===== config.mk =====
export PLATFORM = sky130hd
export DESIGN_NAME = clk_period_meter_flat
export DESIGN_NICKNAME = d
export VERILOG_FILES = /design/src/rtl/clk_period_meter_pkg.sv /design/src/rtl/clk_period_meter_if.sv /design/src/rtl/clk_edge_sync.sv /design/src/rtl/clk_period_meter.sv /design/src/flat_wrapper.sv
export SDC_FILE = /design/constraint.sdc
export NUM_CORES = 1
export LEC_CHECK = 0
export ABC_AREA = 1
export CAP_MARGIN = 5
export CORE_UTILIZATION = 60
export DETAILED_ROUTE_END_ITERATION = 12
export HOLD_SLACK_MARGIN = 0.06
export PLACE_DENSITY = 0.9
export SLEW_MARGIN = 20
export SYNTH_ARGS = -nofsm -noshare
export SYNTH_HDL_FRONTEND = slang
export SYNTH_HIERARCHICAL = 1
export SYNTH_SLANG_ARGS = --single-unit

===== constraint.sdc =====
create_clock -name clk -period 3.51 [get_ports clk]
set_input_delay 0.351 -clock clk [delete_from_list [all_inputs] [get_ports clk]]
set_output_delay 0.351 -clock clk [all_outputs]
set_load 0.02 [all_outputs]

===== src/rtl/clk_period_meter_pkg.sv =====
// Purpose: shared FSM state encoding and default parameter constants for
//          the clock period meter.
// Ports:   none (package).
package clk_period_meter_pkg;

    localparam int unsigned DEF_WIDTH       = 16;
    localparam int unsigned DEF_SYNC_STAGES = 2;
    localparam int unsigned DEF_LOCK_COUNT  = 4;
    localparam int unsigned DEF_TOL         = 1;

    typedef enum logic [1:0] {
        SEEK    = 2'd0,
        MEASURE = 2'd1,
        LOST    = 2'd2
    } meter_state_e;

endpackage


===== src/rtl/clk_period_meter_if.sv =====
// Purpose: measurement result bundle of the clock period meter.
// Signals: period, high_time (WIDTH) - last measured interval / high part
//          meas_valid - one-cycle update strobe
//          locked     - period stable over several windows
//          timeout    - no rising edge for 2^WIDTH-1 cycles (sticky)
// Modports: master drives the results, slave observes them.
interface clk_period_meter_if
    import clk_period_meter_pkg::*;
#(
    parameter int unsigned WIDTH = DEF_WIDTH
);

    logic [WIDTH-1:0] period;
    logic [WIDTH-1:0] high_time;
    logic             meas_valid;
    logic             locked;
    logic             timeout;

    modport master (
        output period,
        output high_time,
        output meas_valid,
        output locked,
        output timeout
    );

    modport slave (
        input period,
        input high_time,
        input meas_valid,
        input locked,
        input timeout
    );

endinterface


===== src/rtl/clk_edge_sync.sv =====
// Purpose: bring an asynchronous level into the clk domain and flag its
//          edges with single-cycle pulses.
// Ports:   clk, reset (async, active-high)
//          d    - asynchronous input level
//          rise - one-cycle pulse on a synchronized 0->1 transition
//          fall - one-cycle pulse on a synchronized 1->0 transition
module clk_edge_sync
    import clk_period_meter_pkg::*;
#(
    parameter int unsigned SYNC_STAGES = DEF_SYNC_STAGES
) (
    input  logic clk,
    input  logic reset,
    input  logic d,
    output logic rise,
    output logic fall
);

    logic [SYNC_STAGES-1:0] r_sync;
    logic                   r_prev;
    logic                   w_sync;

    assign w_sync = r_sync[SYNC_STAGES-1];

    // Synchronizer chain followed by the one-flop edge history.
    always_ff @(posedge clk or posedge reset) begin
        if (reset) begin
            r_sync <= '0;
            r_prev <= 1'b0;
        end else begin
            r_sync <= {r_sync[SYNC_STAGES-2:0], d};
            r_prev <= w_sync;
        end
    end

    assign rise = w_sync & ~r_prev;
    assign fall = ~w_sync & r_prev;

endmodule


===== src/rtl/clk_period_meter.sv =====
// Purpose: measure the period and high time of an asynchronous clock in
//          units of clk cycles, and report lock and loss of the input.
// Ports:   clk, reset (async, active-high)
//          clk_in - clock under measurement (asynchronous to clk)
//          mon    - result bundle (period, high_time, meas_valid, locked,
//                   timeout), all driven from registers
module clk_period_meter
    import clk_period_meter_pkg::*;
#(
    parameter int unsigned WIDTH       = DEF_WIDTH,
    parameter int unsigned SYNC_STAGES = DEF_SYNC_STAGES,
    parameter int unsigned LOCK_COUNT  = DEF_LOCK_COUNT,
    parameter int unsigned TOL         = DEF_TOL
) (
    input  logic                  clk,
    input  logic                  reset,
    input  logic                  clk_in,
    clk_period_meter_if.master    mon
);

    localparam int unsigned      MC_W    = $clog2(LOCK_COUNT);
    localparam logic [WIDTH-1:0] CNT_MAX = '1;
    localparam logic [MC_W-1:0]  MC_TOP  = MC_W'(LOCK_COUNT - 1);
    localparam logic [WIDTH-1:0] TOL_W   = WIDTH'(TOL);

    meter_state_e     r_state, w_state_nxt;
    logic [WIDTH-1:0] r_cnt, w_cnt_nxt;
    logic [WIDTH-1:0] r_hcap, w_hcap_nxt;
    logic             r_fall_seen, w_fall_seen_nxt;
    logic [MC_W-1:0]  r_mc, w_mc_nxt;
    logic [WIDTH-1:0] r_period, w_period_nxt;
    logic [WIDTH-1:0] r_high_time, w_high_time_nxt;
    logic             r_meas_valid, w_meas_valid_nxt;
    logic             r_locked, w_locked_nxt;
    logic             r_timeout, w_timeout_nxt;

    logic             w_rise;
    logic             w_fall;
    logic [WIDTH-1:0] w_cnt_inc;
    logic [WIDTH-1:0] w_diff;
    logic             w_match;
    logic [MC_W-1:0]  w_mc_inc;

    clk_edge_sync #(
        .SYNC_STAGES (SYNC_STAGES)
    ) u_edge_sync (
        .clk   (clk),
        .reset (reset),
        .d     (clk_in),
        .rise  (w_rise),
        .fall  (w_fall)
    );

    // Saturating count+1: a rise at the last count still reports 2^WIDTH-1.
    assign w_cnt_inc = (r_cnt == CNT_MAX) ? CNT_MAX : r_cnt + WIDTH'(1);
    assign w_diff    = (w_cnt_inc >= r_period) ? (w_cnt_inc - r_period)
                                               : (r_period - w_cnt_inc);
    assign w_match   = (w_diff <= TOL_W);
    assign w_mc_inc  = (r_mc == MC_TOP) ? r_mc : r_mc + MC_W'(1);

    // State and datapath registers.
    always_ff @(posedge clk or posedge reset) begin
        if (reset) begin
            r_state      <= SEEK;
            r_cnt        <= '0;
            r_hcap       <= '0;
            r_fall_seen  <= 1'b0;
            r_mc         <= '0;
            r_period     <= '0;
            r_high_time  <= '0;
            r_meas_valid <= 1'b0;
            r_locked     <= 1'b0;
            r_timeout    <= 1'b0;
        end else begin
            r_state      <= w_state_nxt;
            r_cnt        <= w_cnt_nxt;
            r_hcap       <= w_hcap_nxt;
            r_fall_seen  <= w_fall_seen_nxt;
            r_mc         <= w_mc_nxt;
            r_period     <= w_period_nxt;
            r_high_time  <= w_high_time_nxt;
            r_meas_valid <= w_meas_valid_nxt;
            r_locked     <= w_locked_nxt;
            r_timeout    <= w_timeout_nxt;
        end
    end

    // Next-state and next-output logic.
    always_comb begin
        w_state_nxt      = r_state;
        w_cnt_nxt        = r_cnt;
        w_hcap_nxt       = r_hcap;
        w_fall_seen_nxt  = r_fall_seen;
        w_mc_nxt         = r_mc;
        w_period_nxt     = r_period;
        w_high_time_nxt  = r_high_time;
        w_meas_valid_nxt = 1'b0;
        w_locked_nxt     = r_locked;
        w_timeout_nxt    = r_timeout;

        case (r_state)
            // A rise only opens the first window; nothing is reported.
            SEEK, LOST: begin
                if (w_rise) begin
                    w_state_nxt     = MEASURE;
                    w_cnt_nxt       = '0;
                    w_fall_seen_nxt = 1'b0;
                    w_timeout_nxt   = 1'b0;
                end
            end

            MEASURE: begin
                if (w_rise) begin
                    // Rise takes priority over counter saturation.
                    w_period_nxt     = w_cnt_inc;
                    w_high_time_nxt  = r_fall_seen ? r_hcap : w_cnt_inc;
                    w_meas_valid_nxt = 1'b1;
                    w_cnt_nxt        = '0;
                    w_fall_seen_nxt  = 1'b0;
                    if (w_match) begin
                        w_mc_nxt     = w_mc_inc;
                        w_locked_nxt = (w_mc_inc == MC_TOP);
                    end else begin
                        w_mc_nxt     = '0;
                        w_locked_nxt = 1'b0;
                    end
                end else if (r_cnt == CNT_MAX) begin
                    w_state_nxt   = LOST;
                    w_timeout_nxt = 1'b1;
                    w_locked_nxt  = 1'b0;
                    w_mc_nxt      = '0;
                end else begin
                    w_cnt_nxt = w_cnt_inc;
                    if (w_fall) begin
                        w_hcap_nxt      = w_cnt_inc;
                        w_fall_seen_nxt = 1'b1;
                    end
                end
            end

            default: w_state_nxt = SEEK;
        endcase
    end

    assign mon.period     = r_period;
    assign mon.high_time  = r_high_time;
    assign mon.meas_valid = r_meas_valid;
    assign mon.locked     = r_locked;
    assign mon.timeout    = r_timeout;

endmodule


===== src/flat_wrapper.sv =====
// flat-port wrapper written by rule: the top's interface ports become plain ports
module clk_period_meter_flat import clk_period_meter_pkg::*;
#(
    parameter int unsigned WIDTH       = DEF_WIDTH,
    parameter int unsigned SYNC_STAGES = DEF_SYNC_STAGES,
    parameter int unsigned LOCK_COUNT  = DEF_LOCK_COUNT,
    parameter int unsigned TOL         = DEF_TOL
)
  (clk, reset, clk_in, mon_period, mon_high_time, mon_meas_valid, mon_locked, mon_timeout);
  clk_period_meter_if #(.WIDTH(WIDTH)) mon_i ();
  input  logic clk;
  input  logic reset;
  input  logic clk_in;
  output wire logic [$bits(mon_i.period)-1:0] mon_period;
  output wire logic [$bits(mon_i.high_time)-1:0] mon_high_time;
  output wire logic [$bits(mon_i.meas_valid)-1:0] mon_meas_valid;
  output wire logic [$bits(mon_i.locked)-1:0] mon_locked;
  output wire logic [$bits(mon_i.timeout)-1:0] mon_timeout;
  assign mon_period = mon_i.period;
  assign mon_high_time = mon_i.high_time;
  assign mon_meas_valid = mon_i.meas_valid;
  assign mon_locked = mon_i.locked;
  assign mon_timeout = mon_i.timeout;
  clk_period_meter #(.WIDTH(WIDTH), .SYNC_STAGES(SYNC_STAGES), .LOCK_COUNT(LOCK_COUNT), .TOL(TOL)) u_core (.clk(clk), .reset(reset), .clk_in(clk_in), .mon(mon_i));
endmodule

======== Word-level counts from Yosys, hierarchy flattened ========
Index checks and enable logic that the tools add are counted.
storage, ports and cells
  register bits ........................... 75
operators by class
  order comparisons ....................... 2
  equality and inequality tests ........... 10
  add/subtract/negate cells ............... 4
  multiplexer cells ....................... 28
  reductions and logical operators ........ 11
  bitwise operators ....................... 6
operators with widths
  operator                 count
  $mux W16                 6
  $pmux W16 S2             1
  $sub A16 B16 Y16         2
  $add A16 B1 Y16 const B  1
  $eq A16 B16 Y1 const B   1
  $ge A16 B16 Y1           1
  $le A16 B1 Y1 const B    1
  $mux W2                  7
  $reduce_and A4 Y1        3
  $mux W1                  11
  $eq A2 B2 Y1 const B     3
  $ne A3 B3 Y1 const B     2
  $reduce_and A3 Y1        2
  $ne A2 B2 Y1 const B     2
  $not A1 Y1               4
  $pmux W1 S2              2
  $pmux W2 S2              1
  $reduce_and A2 Y1        2
  $reduce_bool A2 Y1       2
  $add A2 B1 Y2 const B    1
  $and A1 B1 Y1            2
  $eq A2 B1 Y1 const B     1
  $logic_not A2 Y1         1
  $ne A2 B1 Y1 const B     1
  $reduce_or A2 Y1         1

======== Depth between registers and ports, before layout ========
  word-level depth ........................ 7
  mapped depth ............................ 25
  depth with buffers taken out ............ 25

======== By module ========
The synthesis kept the hierarchy.
modules (own cells, without submodules)
  module            sequential area each (µm²)  area an instance (µm²)  times used  cells each
  clk_period_meter  1,801.7                     5,300.1                 1           797
  clk_edge_sync     75.1                        93.8                    1           8

======== Least setup slack after synthesis ========
OpenSTA, ideal clock, no wires.
  kind .................................... register to register
  start ................................... reg u_core.r_cnt[0]
  end ..................................... reg u_core.r_locked (netlist: u_core/mon.locked)
  data required time ...................... 3,445 ps
  library setup time ...................... 65 ps
  clock period less this slack ............ 3,184 ps
  data arrival time ....................... 3,119 ps
  setup slack ............................. 326 ps
  stages on the path, launching flop included .. 23
  cell sequence ........................... dfrtp_1 -> ha_1 -> nand3_2 -> nor3_4 -> nand3_2 -> nor2_4 -> buf_6 -> nor2_2 -> ha_1 -> fa_1 -> inv_1 -> nand2_1 -> nand2_1 -> nand2_1 -> nand3_1 -> nand2_1 -> nand2_2 -> nand2_1 -> nand3_1 -> nand3_1 -> nor2_1 -> nand4_1 -> nand2_1
on the way
  cells in the longest elaborated chain, start to end .. 7
RTL lines
  item                                                      line                                             source
  from (decl)                                               clk_period_meter.sv:27                           logic [WIDTH-1:0] r_cnt, w_cnt_nxt;
  from (signal assigned)                                    clk_period_meter.sv:76                           r_cnt <= w_cnt_nxt;
  $add A16 B1 Y16 / $eq A16 B16 Y1 (equally long branches)  clk_period_meter.sv:55, clk_period_meter.sv:127
  $mux W16                                                  clk_period_meter.sv:55                           assign w_cnt_inc = (r_cnt == CNT_MAX) ? CNT_MAX : r_cnt + WIDTH'(1);
  $sub A16 B16 Y16, or another cell as far along            clk_period_meter.sv:57                           : (r_period - w_cnt_inc);
  $mux W16                                                  clk_period_meter.sv:56                           assign w_diff = (w_cnt_inc >= r_period) ? (w_cnt_inc - r_period)
  $le A16 B1 Y1                                             clk_period_meter.sv:58                           assign w_match = (w_diff <= TOL_W);
  $mux W1                                                   clk_period_meter.sv:120                          if (w_match) begin
  $mux W1                                                   clk_period_meter.sv:113                          if (w_rise) begin
  to (signal assigned)                                      clk_period_meter.sv:83                           r_locked <= w_locked_nxt;
  to (decl)                                                 clk_period_meter.sv:34                           logic r_locked, w_locked_nxt;
Several ways; a longest one is shown, not always the timed one.
A chain may end at the register's enable or synchronous reset.

======== Worst setup path in the final report ========
  start ................................... reg u_core.r_cnt[6]
  end ..................................... reg u_core.r_mc[0]
on the way
  cells in the longest elaborated chain, start to end .. 7
RTL lines
  item                                                      line                     source
  $add A16 B1 Y16 / $eq A16 B16 Y1 (equally long branches)  clk_period_meter.sv:55
  $mux W16 *                                                clk_period_meter.sv:55
  net u_core.w_cnt_inc[13]                                  clk_period_meter.sv:39   logic [WIDTH-1:0] w_cnt_inc;
  $sub A16 B16 Y16, or another cell as far along            clk_period_meter.sv:57
  $mux W16 *                                                clk_period_meter.sv:56
  $le A16 B1 Y1 *                                           clk_period_meter.sv:58
  $mux W2 *                                                 clk_period_meter.sv:120
  $mux W2 *                                                 clk_period_meter.sv:113
  to (signal assigned)                                      clk_period_meter.sv:79   r_mc <= w_mc_nxt;
  to (decl)                                                 clk_period_meter.sv:30   logic [MC_W-1:0] r_mc, w_mc_nxt;
The timed path passes the listed nets; every way through them passes the cells marked *.

==> results_dict.tcl <==
set metrics [dict create \
    status "finished clean" \
    port_buffers 37 \
    peakVddDrop_v 0.0003896 \
    core-area_um2 8721 \
    tightest_slew_ps 896.4 \
    leakagePower_nw 3.377 \
    yosysWarningCount 6 \
    grt-ovfl-total 0 \
    cts_tree "done" \
    period_share 0.9733 \
    synth_cell_types 40 \
    finalMaxSlewViolations 0 \
    fin_nets 897 \
    setup_viol 0 \
    fp.dieH_um 96.82 \
    fp.dieArea_um2 9373 \
    ys.flop_type "dfrtp_1" \
    ant_nets 0 \
    ctsHoldBuffers 0 \
    cap_violations 0 \
    htreeDepth 3 \
    grt_pass1_wl_mm 24.87 \
    crit_type "reg2reg" \
    max_slew_margin 0.4017 \
    dp_hpwl_mm 11.51 \
    netlist.area_leader.share 0.3479 \
    cp_max_fo 7 \
    grt_pass1_vias 5273 \
    fmaxAchievable_mhz 292.7 \
    cp.required_ps 3800 \
    syn_inst 805 \
    yosysSeqAreaShare 0.3479 \
    worstSkewPairLatency_ps 350 \
    synth_commonest_cells "nand2_1 (252), inv_1 (128), dfrtp_1 (75)" \
    vias 5627 \
    async_flop_share 1.000 \
    crit_arrival_ps 3710 \
    clockRootBuffer "clkbuf_8" \
    antenna_cells 0 \
    antenna_found_initial 0 \
    die_x_um 96.82 \
    rows 34 \
    cts.clk_slew.worst_paths_ps 80 \
    synth_top_cell_by_area "dfrtp_1" \
    syn_to_final_growth_pct 19.35 \
    wl_per_cell_um 17.35 \
    clock_sinks 75 \
    design_area_um2 6437 \
    p_per_area_nw_per_um2 858.5 \
    vias_per_cell 5.783 \
    cts.path.max_buffers 2 \
    drive_gt1_frac 0.1445 \
    first_pass_iters 5 \
    wl_mm 16.88 \
    hp-class "in2async" \
    yosysMostFrequentCell "nand2_1" \
    skew_ps 11.86 \
    synth.avg_cell_area_um2 6.701 \
    initial_core_util 0.6185 \
    grt_max_degree 53 \
    synth_area_leaders "dfrtp_1 (35%), nand2_1 (18%), inv_1 (8.9%), ha_1 (7.4%), nor2_1 (5.0%)" \
    drc 0 \
    ys_seq_elements 75 \
    period_needed_ps 3416 \
    worstSetupEndpointType "flip-flop" \
    ios 38 \
    drtIter0Drc 475 \
    synth-edff-count 0 \
    placed_area_um2 5901 \
    syn-num-nets 842 \
    finalCoreUtilization 0.7382 \
    syn_area_um2 5394 \
    cts_buffers 9 \
    grt_util_all_layers 0.3302 \
    gp_congestion 0.9195 \
    startpoint_type "flip-flop" \
    hold_viol_final 0 \
]
[sequential cells by signal, summed over array words and instances, names as in the netlist]
name	flops
u_core/r_state	2
u_core/u_edge_sync/r_prev	1
u_core/r_mc	2
u_core/r_cnt	16
u_core/r_fall_seen	1
u_core/r_hcap	16
u_core/mon.meas_valid	1
u_core/mon.locked	1
u_core/u_edge_sync/r_sync	2
u_core/mon.high_time	16
u_core/mon.period	16
u_core/mon.timeout	1
[power breakdown]
group	switching [W]	internal (W)
Sequential	0.000120	0.000979
Combinational	0.00237	0.00130
Clock	0.000325	0.000424
[routing by layer]
layer  track usage  up-vias  share of wire
met5             0        -              0
met4        0.1378        0          0.042
met3       0.03613       76          0.078
met2        0.5731      291           0.49
met1        0.4185     2630           0.39
li1              -     2630              -
[metrics by stage]
step / worst slack [ps] / hold slack (ps) / std cells / setup TNS, ps / total power, W
5_1_grt: -118.4 / 264.2 / 973 / -330.5 / 0.006007
4_1_cts: 2.110 / 216.8 / 962 / 0 / 0.005071
3_3_place_gp: 230.5 / 344.2 / 946 / 0 / 0.004253
2_1_floorplan: 326.2 / 104.6 / 805 / 0 / 0.003500
6_report: 93.72 / 222.7 / 973 / 0 / 0.005526
3_5_place_dp: 109.9 / 344.1 / 946 / 0 / 0.004318
[cell families after synthesis]
kind of cell / Yosys count / synth area share
compound gates: 119 / 0.1192
xor+xnor: 8 / 0.01299
fa+ha+maj: 34 / 0.08165
buf+inv: 157 / 0.1146
flops: 75 / 0.3479
simple gates: 412 / 0.3236
[timing repair]
action / in CTS / in global routing
setup buffers: 0 / 11
setup endpoints to repair: 0 / 3
resized for setup: 0 / 62
[layout by cell type, fill, tap and decap left out, drive strengths merged]
cell type	n
nor2	84
nor3	6
and3	1
nand2	255
a31oi	1
clkbuf	11
nand3b	2
bufinv	2
inv	140
a21boi	1
o21bai	1
nand3	51
or2	1
clkinv	3
o211ai	1
o21ai	84
buf	23
clkinvlp	1
a311oi	1
and2	1
fa	2
xor2	8
nand4	11
a211oi	1
ha	32
o22ai	6
dfrtp	75
a21oi	23
clkdlybuf4s50	37
[path summary, 6_finish.rpt]
| kind | from | to | slack [ps] | cells past startpoint |
|---|---|---|---|---|
| max | u_core/r_cnt[6] | u_core/r_mc[0] | 90 | 20 |
| min | reset | u_core/u_edge_sync/r_prev | 220 | 2 |
| max reg2reg | u_core/r_cnt[6] | u_core/r_mc[0] | 90 | 20 |
| min reg2reg | u_core/u_edge_sync/r_sync[0] | u_core/u_edge_sync/r_sync[1] | 370 | 0 |
| max in group asynchronous | reset | u_core/r_hcap[9] | 2260 | 3 |
| min in group clk | u_core/u_edge_sync/r_sync[0] | u_core/u_edge_sync/r_sync[1] | 370 | 0 |
[area by class of cell]
cell class | count | area, um^2
Sequential cell | 75 | 1882
Timing Repair Buffer | 60 | 559.3
Fill cell | 635 | 2283
Inverter | 141 | 530.5
Tap cell | 108 | 135.1
Multi-Input combinational cell | 573 | 3104
Clock inverter | 5 | 85.08
Clock buffer | 11 | 141.4
[critical path: stages (launching register included)]
cell and delay, ps:
dfrtp_2 460, nand3_1 260, nor2_4 220, inv_1 70
nor2_2 170, nand3_1 170, xor2_1 220, nor2_4 150
inv_2 60, ha_1 290, buf_4 170, a21oi_1 140
a21boi_1 200, o21ai_0 100, nor2_1 120, nand2_1 90
nand3_1 80, nand3_1 90, nor2_2 140, nand4_1 100
nand2_1 70
Power figures use the tool's default switching activity.
==> RTL change 1, RTL diff (same settings) <==
The 3 states of `meter_state_e` get a one-hot encoding in 3 bits.
--- a/src/rtl/clk_period_meter_pkg.sv
+++ b/src/rtl/clk_period_meter_pkg.sv
@@ -8,10 +8,10 @@
     localparam int unsigned DEF_LOCK_COUNT  = 4;
     localparam int unsigned DEF_TOL         = 1;
 
-    typedef enum logic [1:0] {
-        SEEK    = 2'd0,
-        MEASURE = 2'd1,
-        LOST    = 2'd2
+    typedef enum logic [2:0] {
+        SEEK    = 3'b001,
+        MEASURE = 3'b010,
+        LOST    = 3'b100
     } meter_state_e;
 
 endpackage
Check against the original RTL: no difference found for any inputs over 10 cycles, from zero or initial values and one cycle with reset high; not proved beyond that.
==> RTL change 1 against the original RTL <==
Total power decreased by 28%. Setup slack got worse by 0.060 ns. Combinational power decreased by 39%. Design area increased by 6.5%. Area after synthesis increased by 4.0%. Sequential share of layout area decreased by 1.4 points. Highest routed layer unchanged. Die area increased by 4.0%. Global-route usage decreased by 1.9 points. Sequential cell count increased by 1. Cell count increased by 2.3%. Wire length decreased by 5.7%. Hold slack got worse by 0.010 ns.
==> RTL change 1: results (changes against the original RTL) <==
| Metric | Value |
|---|---|
| R2R Setup Slk | 0.03 ns (-0.06 ns) |
| Top cells by area, synth | dfrtp_1 33%, nand2_1 17%, inv_1 8.6%, ha_1 7.1%, nand3_1 4.9% |
| Clk buf depth | 2 (unchanged) |
| Critical path's slowest cell | dfrtp_2 |
| Worst Max-Slew Pin Slew | 0.924 ns (+0.0279 ns) |
| Clock slew at reported path FFs | 0.09 ns |
| DP Area | 0.00616 mm^2 (+4.4%) |
| H-tree Lvls | 3 (unchanged) |
| Pins over their slew limit | 0 (unchanged) |
| CTS Buf Count | 9 (unchanged) |
| Reg2Reg Depth | 25 (+25%) |
| Max rail drop VDD | 685 uV (+76%) |
| DP Wirelength | 10500 um (-8.8%) |
| Met2 Use GR | 51.5% (-5.8 points) |
| First-pass GRT wire length | 24200 um (-2.9%) |
| Share of layout cells above drive strength 1 | 18.9% (+4.5 points) |
| Crit path from | u_core/r_cnt[0] |
| GR Util met1 | 42.1% (+0.27 points) |
| Class of the most critical setup path | register to register |
| Final worst-path cycle share | 99.0% (+1.7 points) |
| Final hold slack | 0.212 ns (-0.0103 ns) |
| Crit Path Max Fanout | 5 (-2) |
| Post-Route WL | 15900 um (-5.7%) |
| Ys async rst share | 100% (unchanged) |
| Pre-CTS setup slack | 0.0348 ns (-0.0751 ns) |
| DR pass1 iterations | 6 (+1) |
| Final nets | 919 (+2.5%) |
| Synth top cells by count | 257 x nand2_1, 129 x inv_1, 75 x dfrtp_1 |
| Syn. warnings | 6 (unchanged) |
| Largest net degree at the start of global routing | 74 (+40%) |
| Skew-Pair Late Insertion Delay | 0.36 ns |
| Post-synth top area cell | dfrtp_1 |
| Ant diodes | 0 (unchanged) |
| Vias in the first global route | 5257 (-0.30%) |
| # fillers | 596 (-6.1%) |
| Pleak | 3.49 nW (+3.4%) |
| Distinct cells, synth | 46 (+15%) |
| Antenna violations before repair | 0 (unchanged) |
| Number of buffers added on ports | 37 (unchanged) |
| Met3 Resource Use GR | 4.68% (+1.1 points) |
| Sequential element share of the synthesized area | 33.9% (-0.88 points) |
| CTS root buf | clkbuf_8 |
| Syn Nets | 858 (+1.9%) |
| End of the worst register-to-register path | u_core/r_mc[1] |
| HP Class | input port to async pin |
| Vias per cell | 5.79 (+0.12%) |
| WP data arrival | 3.77 ns (+0.06 ns) |
| Drt initial violations | 489 (+2.9%) |
| CP max stage delay | 0.44 ns (-0.02 ns) |
| Worst clock skew | 0.0122 ns (+0.000298 ns) |
| GRT Util Overall | 31.1% (-1.9 points) |
| GPL Wtd Cong | 0.956 (+3.9%) |
| Status | finished clean |
==> RTL change 1: layout make-up <==
type                       instances  share of cell area, %
clock inverter                     7                  0.839
clock buffer                       9                   1.81
multi-input combinational        589                   51.0
tap                              108                   1.97
inverter                         137                   7.65
timing repair buffer              69                   8.96
sequential                        76                   27.8
==> RTL change 1: repair_timing <==
action                                  in CTS  in global routing
setup buffers                                3                  7
endpoints found under the setup margin       3                  3
gates cloned                                 0                  1
hold buffers                                 0                  0
resized for setup                            0                107
pin swaps                                    2                 37
==> RTL change 1: logic make-up after synthesis <==
logic type / synth area share [%]
xor+xnor: 1.56
compound gates: 12.1
buf+inv: 11.4
mux: 0.178
simple gates: 33.0
fa+ha+maj: 7.85
flops: 33.9
==> RTL change 1: through the flow <==
stage / TNS [ns] / util (%) / std cells / total power [W]
6_report: 0 / 77.1 / 995 / 0.00401
5_1_grt: -0.465 / 77.1 / 995 / 0.00430
4_1_cts: 0 / 71.6 / 987 / 0.00377
3_5_place_dp: 0 / 69.3 / 968 / 0.00313
3_3_place_gp: 0 / 69.3 / 968 / 0.00310
2_1_floorplan: 0 / - / 821 / 0.00261
==> RTL change 1: critical path: cells and delay by family (launching register included) <==
kind / cells / cell delay (ns)
buffers and inverters: 4 / 0.26
AOI/OAI and AO/OA: 1 / 0.32
and+or+nand+nor: 19 / 2.11
DFF: 1 / 0.44
adders and majority gates: 1 / 0.28
==> RTL change 1: layer usage <==
layer / vias to the layer above / wire length, um
met5: - / 0
met4: 0 / 524
met3: 60 / 1130
met2: 273 / 7740
met1: 2725 / 6530
li1: 2703 / -
==> RTL change 1: where the power goes <==
group	internal [W]	switching (W)
combinational	0.000853	0.00140
sequential	0.00103	0.000108
clock	0.000267	0.000354
total	0.00215	0.00186
==> RTL change 2, RTL diff (same settings) <==
Made on the original files. Set the package constant `DEF_WIDTH` to 32 (it was 16).
--- a/src/rtl/clk_period_meter_pkg.sv
+++ b/src/rtl/clk_period_meter_pkg.sv
@@ -3,7 +3,7 @@
 // Ports:   none (package).
 package clk_period_meter_pkg;
 
-    localparam int unsigned DEF_WIDTH       = 16;
+    localparam int unsigned DEF_WIDTH       = 32;
     localparam int unsigned DEF_SYNC_STAGES = 2;
     localparam int unsigned DEF_LOCK_COUNT  = 4;
     localparam int unsigned DEF_TOL         = 1;
Ports: changed (resized mon_high_time and mon_period); port bits go from 38 to 70. The function was not compared with the original's and may differ.
==> RTL change 2 against the original RTL <==
The run now fails in 5_1_grt. Area after synthesis increased by 110%.
==> RTL change 2: results (changes against the original RTL) <==
| Metric | Value |
|---|---|
| Remaining Overflow, GRT | 70 |
| Clk buf depth | 2 (unchanged) |
| CTS root buf | clkbuf_16 |
| GPL Wtd Cong | 1.13 (+23%) |
| Syn Nets | 1904 (+130%) |
| Syn Inst Count | 1835 (+130%) |
| Dpl cells | 2389 (+150%) |
| Last step reached | 5_1_grt |
| Synth Register Bits | 139 (+85%) |
| Pre-CTS setup slack | -0.574 ns (-0.684 ns) |
| DP Wirelength | 33500 um (+190%) |
| Top cells by area, synth | dfrtp_1 30%, nand2_1 22%, inv_1 9.9%, ha_1 7.0%, o21ai_0 5.9% |
| H-tree Lvls | 4 (+1) |
| Ys async rst share | 100% (unchanged) |
| Largest net degree at the start of global routing | 137 |
| Distinct cells, synth | 42 (+5.0%) |
| Synth top cells by count | 671 x nand2_1, 302 x inv_1, 153 x nor2_1 |
| CTS Buf Count | 17 (+8) |
| DP Area | 0.0145 mm^2 (+150%) |
| First-pass GRT wire length | 113000 um |
| Dominant synthesized flop cell | dfrtp_1 |
| Number of buffers added on ports | 69 (+86%) |
| Status | did not finish |
| Syn. warnings | 6 (unchanged) |
| GRT Util Overall | 76.1% |
| Vias in the first global route | 18698 |
| Sequential element share of the synthesized area | 30.5% (-4.3 points) |
| Err | [ERROR GRT-0116] Global routing finished with congestion. Check the congestion regions in the DRC Viewer. |
| Most instantiated library cell after synthesis | nand2_1 |
==> RTL change 2: cell types whose count changed after synthesis, moves of 32 or more <==
cell | before | now
nand2_1 | 252 | 671
inv_1 | 128 | 302
o21ai_0 | 45 | 135
nor2_1 | 72 | 153
dfrtp_1 | 75 | 139
nand3_1 | 49 | 93
o21ai_1 | 38 | 3
ha_1 | 32 | 64
==> RTL change 2: per-layer routing <==
| metal | global-route usage [%] | GRT overflow |
|---|---|---|
| met2 | 91.2 | 40 |
| met5 | 20.1 | 0 |
| met1 | 78.2 | 1 |
| met3 | 63.2 | 2 |
| met4 | 72.6 | 27 |
==> RTL change 2: timing repair <==
item / 4_1_cts
setup endpoints to repair: 3
pin swaps: 36
gates resized for setup: 108
buffers inserted: 25
cloned: 1
==> RTL change 2: logic make-up after synthesis <==
kind of cell	after synthesis	synth area share, %
DFF	139	30.5
AOI/OAI and AO/OA	229	10.7
and+or+nand+nor	1013	36.9
buffers and inverters	358	12.3
adders and majority gates	66	7.36
xor gates and xnor gates	30	2.30
